`src/rtl/multicycle_control_fsm.sv`:
```
// Moore control sequencer for the multicycle MIPS datapath: fetch/decode/execute/memory/writeback,
// with memory-ready stalls, a retired-instruction counter and a sticky illegal-opcode flag.
module multicycle_control_fsm #(
  parameter logic [5:0]  OP_RTYPE = 6'h00,
  parameter logic [5:0]  OP_LW    = 6'h23,
  parameter logic [5:0]  OP_SW    = 6'h2B,
  parameter logic [5:0]  OP_BEQ   = 6'h04,
  parameter logic [5:0]  OP_ADDI  = 6'h08,
  parameter logic [5:0]  OP_J     = 6'h02,
  parameter int unsigned CNT_W    = 32
) (
  input  logic             clk,
  input  logic             rst_n,
  input  logic             run,
  input  logic [5:0]       opcode,
  input  logic             mem_ready,
  output logic             pc_write,
  output logic             pc_write_cond,
  output logic [1:0]       pc_source,
  output logic             i_or_d,
  output logic             mem_read,
  output logic             mem_write,
  output logic             ir_write,
  output logic             mem_to_reg,
  output logic             reg_dst,
  output logic             reg_write,
  output logic             alu_src_a,
  output logic [1:0]       alu_src_b,
  output logic [1:0]       alu_op,
  output logic [3:0]       state,
  output logic             illegal_op,
  output logic [CNT_W-1:0] retired
);

  typedef enum logic [3:0] {
    S_IDLE      = 4'd0,
    S_FETCH     = 4'd1,
    S_DECODE    = 4'd2,
    S_MEM_ADDR  = 4'd3,
    S_MEM_READ  = 4'd4,
    S_MEM_WB    = 4'd5,
    S_MEM_WRITE = 4'd6,
    S_R_EXEC    = 4'd7,
    S_R_WB      = 4'd8,
    S_BRANCH    = 4'd9,
    S_JUMP      = 4'd10,
    S_ADDI_EXEC = 4'd11,
    S_ADDI_WB   = 4'd12
  } state_t;

  state_t           state_q;
  state_t           state_d;
  logic [5:0]       op_q;
  logic             illegal_q;
  logic [CNT_W-1:0] retired_q;

  logic             boundary;
  logic             retire;
  logic             set_illegal;
  logic             latch_op;

  always_ff @(posedge clk or negedge rst_n) begin
    if (!rst_n) begin
      state_q   <= S_IDLE;
      op_q      <= '0;
      illegal_q <= 1'b0;
      retired_q <= '0;
    end else begin
      state_q <= state_d;
      if (latch_op) begin
        op_q <= opcode;
      end
      if (set_illegal) begin
        illegal_q <= 1'b1;
      end
      if (retire) begin
        retired_q <= retired_q + CNT_W'(1);
      end
    end
  end

  // Final states and illegal decodes share one exit: FETCH or IDLE depending on run.
  always_comb begin
    state_d     = state_q;
    boundary    = 1'b0;
    retire      = 1'b0;
    set_illegal = 1'b0;
    latch_op    = 1'b0;
    case (state_q)
      S_IDLE: begin
        if (run) begin
          state_d = S_FETCH;
        end
      end
      S_FETCH: begin
        if (mem_ready) begin
          state_d = S_DECODE;
        end
      end
      S_DECODE: begin
        latch_op = 1'b1;
        case (opcode)
          OP_LW, OP_SW: state_d = S_MEM_ADDR;
          OP_RTYPE:     state_d = S_R_EXEC;
          OP_BEQ:       state_d = S_BRANCH;
          OP_J:         state_d = S_JUMP;
          OP_ADDI:      state_d = S_ADDI_EXEC;
          default: begin
            set_illegal = 1'b1;
            boundary    = 1'b1;
          end
        endcase
      end
      S_MEM_ADDR: begin
        state_d = (op_q == OP_SW) ? S_MEM_WRITE : S_MEM_READ;
      end
      S_MEM_READ: begin
        if (mem_ready) begin
          state_d = S_MEM_WB;
        end
      end
      S_MEM_WRITE: begin
        if (mem_ready) begin
          retire   = 1'b1;
          boundary = 1'b1;
        end
      end
      S_R_EXEC:    state_d = S_R_WB;
      S_ADDI_EXEC: state_d = S_ADDI_WB;
      S_MEM_WB, S_R_WB, S_BRANCH, S_JUMP, S_ADDI_WB: begin
        retire   = 1'b1;
        boundary = 1'b1;
      end
      default: state_d = S_IDLE;
    endcase
    if (boundary) begin
      state_d = run ? S_FETCH : S_IDLE;
    end
  end

  always_comb begin
    pc_write      = 1'b0;
    pc_write_cond = 1'b0;
    pc_source     = 2'b00;
    i_or_d        = 1'b0;
    mem_read      = 1'b0;
    mem_write     = 1'b0;
    ir_write      = 1'b0;
    mem_to_reg    = 1'b0;
    reg_dst       = 1'b0;
    reg_write     = 1'b0;
    alu_src_a     = 1'b0;
    alu_src_b     = 2'b00;
    alu_op        = 2'b00;
    case (state_q)
      S_FETCH: begin
        mem_read  = 1'b1;
        alu_src_b = 2'b01;
        // IR and PC only load on the cycle the fetch actually completes.
        ir_write  = mem_ready;
        pc_write  = mem_ready;
      end
      S_DECODE: begin
        alu_src_b = 2'b11;
      end
      S_MEM_ADDR: begin
        alu_src_a = 1'b1;
        alu_src_b = 2'b10;
      end
      S_MEM_READ: begin
        mem_read = 1'b1;
        i_or_d   = 1'b1;
      end
      S_MEM_WB: begin
        reg_write  = 1'b1;
        mem_to_reg = 1'b1;
      end
      S_MEM_WRITE: begin
        mem_write = 1'b1;
        i_or_d    = 1'b1;
      end
      S_R_EXEC: begin
        alu_src_a = 1'b1;
        alu_op    = 2'b10;
      end
      S_R_WB: begin
        reg_write = 1'b1;
        reg_dst   = 1'b1;
      end
      S_BRANCH: begin
        alu_src_a     = 1'b1;
        alu_op        = 2'b01;
        pc_write_cond = 1'b1;
        pc_source     = 2'b01;
      end
      S_JUMP: begin
        pc_write  = 1'b1;
        pc_source = 2'b10;
      end
      S_ADDI_EXEC: begin
        alu_src_a = 1'b1;
        alu_src_b = 2'b10;
      end
      S_ADDI_WB: begin
        reg_write = 1'b1;
      end
      default: ;
    endcase
  end

  assign state      = state_q;
  assign illegal_op = illegal_q;
  assign retired    = retired_q;

endmodule
```
`config.mk`:
```
export PLATFORM = sky130hd
export DESIGN_NAME = multicycle_control_fsm
export DESIGN_NICKNAME = d
export VERILOG_FILES = /design/src/rtl/multicycle_control_fsm.sv
export SDC_FILE = /design/constraint.sdc
export NUM_CORES = 1
export LEC_CHECK = 0
export ABC_AREA = 1
export CORE_UTILIZATION = 46
export DETAILED_ROUTE_END_ITERATION = 10
export HOLD_SLACK_MARGIN = 0.1
export PLACE_DENSITY = 0.74
export SYNTH_ARGS = -nofsm -noshare
export SYNTH_HDL_FRONTEND = slang
export SYNTH_SLANG_ARGS = --single-unit
```
`constraint.sdc`:
```
create_clock -name clk -period 1.6 [get_ports clk]
set_input_delay 0.4 -clock clk [delete_from_list [all_inputs] [get_ports clk]]
set_output_delay 0.4 -clock clk [all_outputs]
set_load 0.02 [all_outputs]
```
-- Word level (Yosys, flattened, before mapping)
Index checks and enable logic that the tools add are counted.
- output and inout port bits: 53
- bits in writable memories: 0
- bits in latches: 0
- memories kept: 0
- register bits after elaboration: 43
- memory bits (read-only): 0
- bitwise gates (word level): 0
- $lt $le $gt $ge: 0
- $mul: 0
- divide/modulo/power cells: 0
- reductions and logical operators: 12
- equality and inequality tests: 23
- shift operators: 0
- add/sub/neg operators: 1
- multiplexer cells: 27
- operators with widths (cell ; number):
    $add A32 B1 Y32 const B ; 1
    $pmux W4 S8 ; 1
    $eq A4 B4 Y1 const B ; 5
    $pmux W4 S5 ; 1
    $eq A6 B6 Y1 const B ; 3
    $eq A4 B3 Y1 const B ; 4
    $mux W4 ; 4
    $mux W1 ; 14
    $reduce_or A6 Y1 ; 2
    $ne A3 B3 Y1 const B ; 3
    $eq A4 B2 Y1 const B ; 2
    $pmux W2 S2 ; 2
    $reduce_or A2 Y1 ; 4
    $ne A7 B2 Y1 const B ; 1
    $eq A6 B2 Y1 const B ; 1
    $eq A6 B3 Y1 const B ; 1
    $eq A6 B4 Y1 const B ; 1
    $logic_not A6 Y1 ; 1
    $pmux W2 S3 ; 1
    $reduce_and A5 Y1 ; 1
    $reduce_or A5 Y1 ; 1
    $eq A4 B1 Y1 const B ; 1
    $logic_not A4 Y1 ; 1
    $pmux W1 S2 ; 2
    other kinds (5) ; 5

-- Longest topological paths before layout
- depth after elaboration: 6
- mapped depth: 11
- gate-level depth less buffers: 11

-- Least setup slack after synthesis
Ideal clock, no wire load.
- kind: register -> register
- from: register state_q[3] (netlist: state[3])
- to: register retired_q[5] (netlist: retired[5])
- period minus slack after synthesis: 1814 ps
- path slack: -214 ps
- data arrival time: 1682 ps
- cell stages (with the launch flop): 9
- buffers on the path: 1
- cells stage by stage: dfrtp_1 > inv_2 > nand2_1 > nor2_1 > nand2_1 > nand2_4 > buf_6 > nand3_2 > xnor2_2
- word-level cells in the longest chain between the ends: 3
- elaborated cells on any way between the ends: 8
- RTL lines (element ; line ; text):
    start: declaration ; 51 ; state_t state_q;
    start signal: assignment ; 69 ; state_q <= state_d;
    $eq A4 B4 Y1 or $eq A4 B3 Y1 (tied branches) ; 89 ; case (state_q)
    $reduce_or A5 Y1 ; 89 ;
    $pmux W1 S2 (*) ; 89 ;
    end signal: assignment ; 77 ; retired_q <= retired_q + CNT_W'(1);
    end: declaration ; 55 ; logic [CNT_W-1:0] retired_q;
Mark *: on every way between the ends. The rest lies on a longest branch, timed or not.
A chain may end at the register's enable or synchronous reset.

-- Final worst setup path
- from: register state_q[3] (netlist: state[3])
- to: output alu_src_a
- word-level cells in the longest chain between the ends: 3
- elaborated cells on any way between the ends: 6
- RTL lines (element ; line ; text):
    $eq A4 B4 Y1 (tied with other cells) ; 155 ; case (state_q)
    $reduce_or A4 Y1 (no source line) (*) ; n/a ;
    $mux W1 (*) ; 155 ;
    end: declaration ; 27 ; output logic alu_src_a,
Marks and branches as above.

==> flow_metrics.env <==
export IMPL_cap_violations=0
export IMPL_syn2layout_area_growth_pct=66.8
export IMPL_cts_tree="yes"
export IMPL_drc=0
export IMPL_cts_sinks=43
export IMPL_crit_type="register to output port"
export IMPL_clkTransAtPathRegs_ns=0.08
export IMPL_fp_dieW_um=79.7
export IMPL_pin_count=63
export IMPL_irDropWorstVdd_v=0.000946
export IMPL_synth_top_area_share=0.388
export IMPL_cp_end_kind="output port"
export IMPL_initial_core_util=0.489
export IMPL_netlist_area_um2=2780
export IMPL_clock_path_buffers=2
export IMPL_wl_per_cell_um=15.0
export IMPL_numCtsBuffers=5
export IMPL_hold_violations=0
export IMPL_pwr_density_cell_nw_per_um2=1020
export IMPL_final_cells=625
export IMPL_grt_max_degree=19
export IMPL_drt_initial_drc_count=196
export IMPL_slew_violations=0
export IMPL_antenna_cells=0
export IMPL_timing_rr_start="state[2]$_DFFE_PN0P_"
export IMPL_cts_root_buf="clkbuf_8"
export IMPL_place_hpwl_um=6100
export IMPL_layout_common_cells="116 x nand2_1, 57 x buf_4, 37 x nor2_1"
export IMPL_holdPathStages=1
export IMPL_r2r_end="retired[17]$_DFFE_PN0P_"
export IMPL_reg2reg_depth=12
export IMPL_finalSetupViolations=51
export IMPL_tightestPinTransition_ns=0.433
export IMPL_avgSynthCellArea_um2=6.69
export IMPL_crit_fanout=5
export IMPL_drive_above_1_share=0.389
export IMPL_skew_ns=0.00486
export IMPL_drt_wl_total_um=9410
export IMPL_fin_util=0.816
export IMPL_grt_overflow=0
export IMPL_arrival_ns=1.42
export IMPL_hold_path_class="register to register"
export IMPL_start_kind="register"
export IMPL_num_rows=27
export IMPL_vias=3311
export IMPL_syn_num_nets=426
export IMPL_htreeDepth=2
export IMPL_yosysUniqueCellTypes=29
export IMPL_r2r_slack_ns=-0.20
export IMPL_port_buffer_count=62
export IMPL_fp_coreArea_um2=5680
export IMPL_period_minus_slack_ns=1.82
export IMPL_dp_cells=598
export IMPL_ant_nets=0
export IMPL_first_global_vias=3102
export IMPL_syn_inst=415
export IMPL_yosysSeqAreaShare=0.388
export IMPL_avgViaCountPerCell=5.30
export IMPL_clk_latency_ns=0.30
export IMPL_nets=563
export IMPL_p_leak_nw=2.38
export IMPL_grt_pass1_wl_um=14500
export IMPL_routabilityCongestion=0.874
export IMPL_synth_area_leaders="dfrtp_1 39%, nand2_1 21%, nor2_1 7.3%"
export IMPL_violations="negative setup slack"
export IMPL_antenna_found_initial=0
export IMPL_dieHeight_um=79.7
export IMPL_crit_required_ns=1.20
export IMPL_nFillCells=368
export IMPL_synth_seq_cells=43
export IMPL_final_common_cell="nand2_1"
export IMPL_yosysTopAreaCell="dfrtp_1"
export IMPL_max_freq_mhz=551
export IMPL_setup_ws_ns=-0.216
export IMPL_die_area_um2=6350
export IMPL_status="complete, but fails checks"
export IMPL_drtPass1Iterations=6
export IMPL_grt_use_total=0.294
export IMPL_holdCritStartpoint="illegal_op$_DFFE_PN0P_"
export IMPL_fin_crit_sh=1.14
export IMPL_rsz0062_at_grt="true"
export IMPL_yosysWarnings=0
export IMPL_relSlewSlack=0.711
export IMPL_min_to="illegal_op$_DFFE_PN0P_"
[kinds of logic (layout without fill, tap and decap cells)]
kind of cell / after synthesis / count (layout) / synth area share
fa+ha+maj: 1 / 1 / 0.00451
compound gates: 27 / 27 / 0.0500
buf+inv: 55 / 192 / 0.0834
xor+xnor: 13 / 13 / 0.0437
flops: 43 / 43 / 0.388
simple gates: 276 / 277 / 0.431
[state kept, by name, indices dropped and copies added, names as in the netlist]
register	flops
illegal_op	1
op_q	6
retired	32
state	4
[where the power goes]
group	switching, mW	internal, mW
logic	1.43	1.16
registers	0.193	1.26
clock network	0.400	0.306
total	2.02	2.72
[Yosys cell counts]
cell type,number
nand3b_1,7
xnor2_1,4
nor2_2,4
nand3_2,1
nor2_4,2
inv_1,44
a21oi_1,3
nand2_4,1
dfrtp_1,43
o21ai_0,21
o22ai_1,1
inv_2,3
buf_4,4
xnor2_2,1
ha_1,1
buf_6,1
nand3_1,27
or2_2,1
nor3_2,2
clkinv_1,1
o21ai_1,1
nand2_1,152
nor2_1,54
nand2_2,5
buf_2,2
o211ai_1,1
xor2_1,8
nor3_1,13
nand4_1,7
[worst max path at each step]
stage | startpoint | to | slack [ns] | cells past startpoint
after floorplan | state[2]$_DFFE_PN0P_ | retired[5]$_DFFE_PN0P_ | -0.07 | 7
after global placement | mem_ready | pc_write | -0.51 | 4
after detailed placement | mem_ready | pc_write | -0.51 | 4
after CTS | state[2]$_DFFE_PN0P_ | reg_write | -0.18 | 5
after global routing | state[1]$_DFFE_PN0P_ | alu_src_b[1] | -0.25 | 7
final | state[3]$_DFFE_PN0P_ | alu_src_a | -0.22 | 7
[layout make-up]
cell class                 count  area, µm²  share of cell area
inverter                      48        210              0.0454
tap                           72       90.1              0.0194
sequential                    43       1080               0.234
clock buffer                   6       72.6              0.0157
multi-input combinational    318       1920               0.415
clock inverter                 2       12.5             0.00270
timing repair buffer         136       1240               0.267
[metal layers]
layer / vias to the layer above / global-route usage / part of all wire
met5: - / 0 / 0
met4: 0 / 0.0836 / 0.019
met1: 1559 / 0.399 / 0.44
met3: 25 / 0.0560 / 0.050
li1: 1589 / - / -
met2: 138 / 0.476 / 0.49
[through the flow]
stage	worst slack (ns)	hold slack (ns)	instance area, µm²	power (mW)	setup TNS, ns
floorplan	-0.0673	0.104	2790	2.32	-0.321
global placement	-0.505	0.359	3890	3.18	-6.82
detailed placement	-0.509	0.361	3890	3.21	-7.59
CTS	-0.182	0.481	4370	4.38	-4.61
global route	-0.251	0.500	4630	4.95	-7.54
finish	-0.216	0.478	4630	4.74	-5.96
[timing repair]
action                     CTS  global route
gates cloned                 2             0
resized for setup          220            81
hold buffers                 1             0
hold endpoints to repair    16             0
pin swaps                   30            18
setup endpoints to repair   88            55
buffers inserted            10             9
[worst max-delay path: stages (launching register included)]
cell     delay, ns
dfrtp_2       0.46
inv_4         0.08
nor2_4        0.15
nand2_2       0.10
inv_2         0.10
nor2_2        0.04
nand2_1       0.07
buf_6         0.12
(Power assumes the default switching activity.)
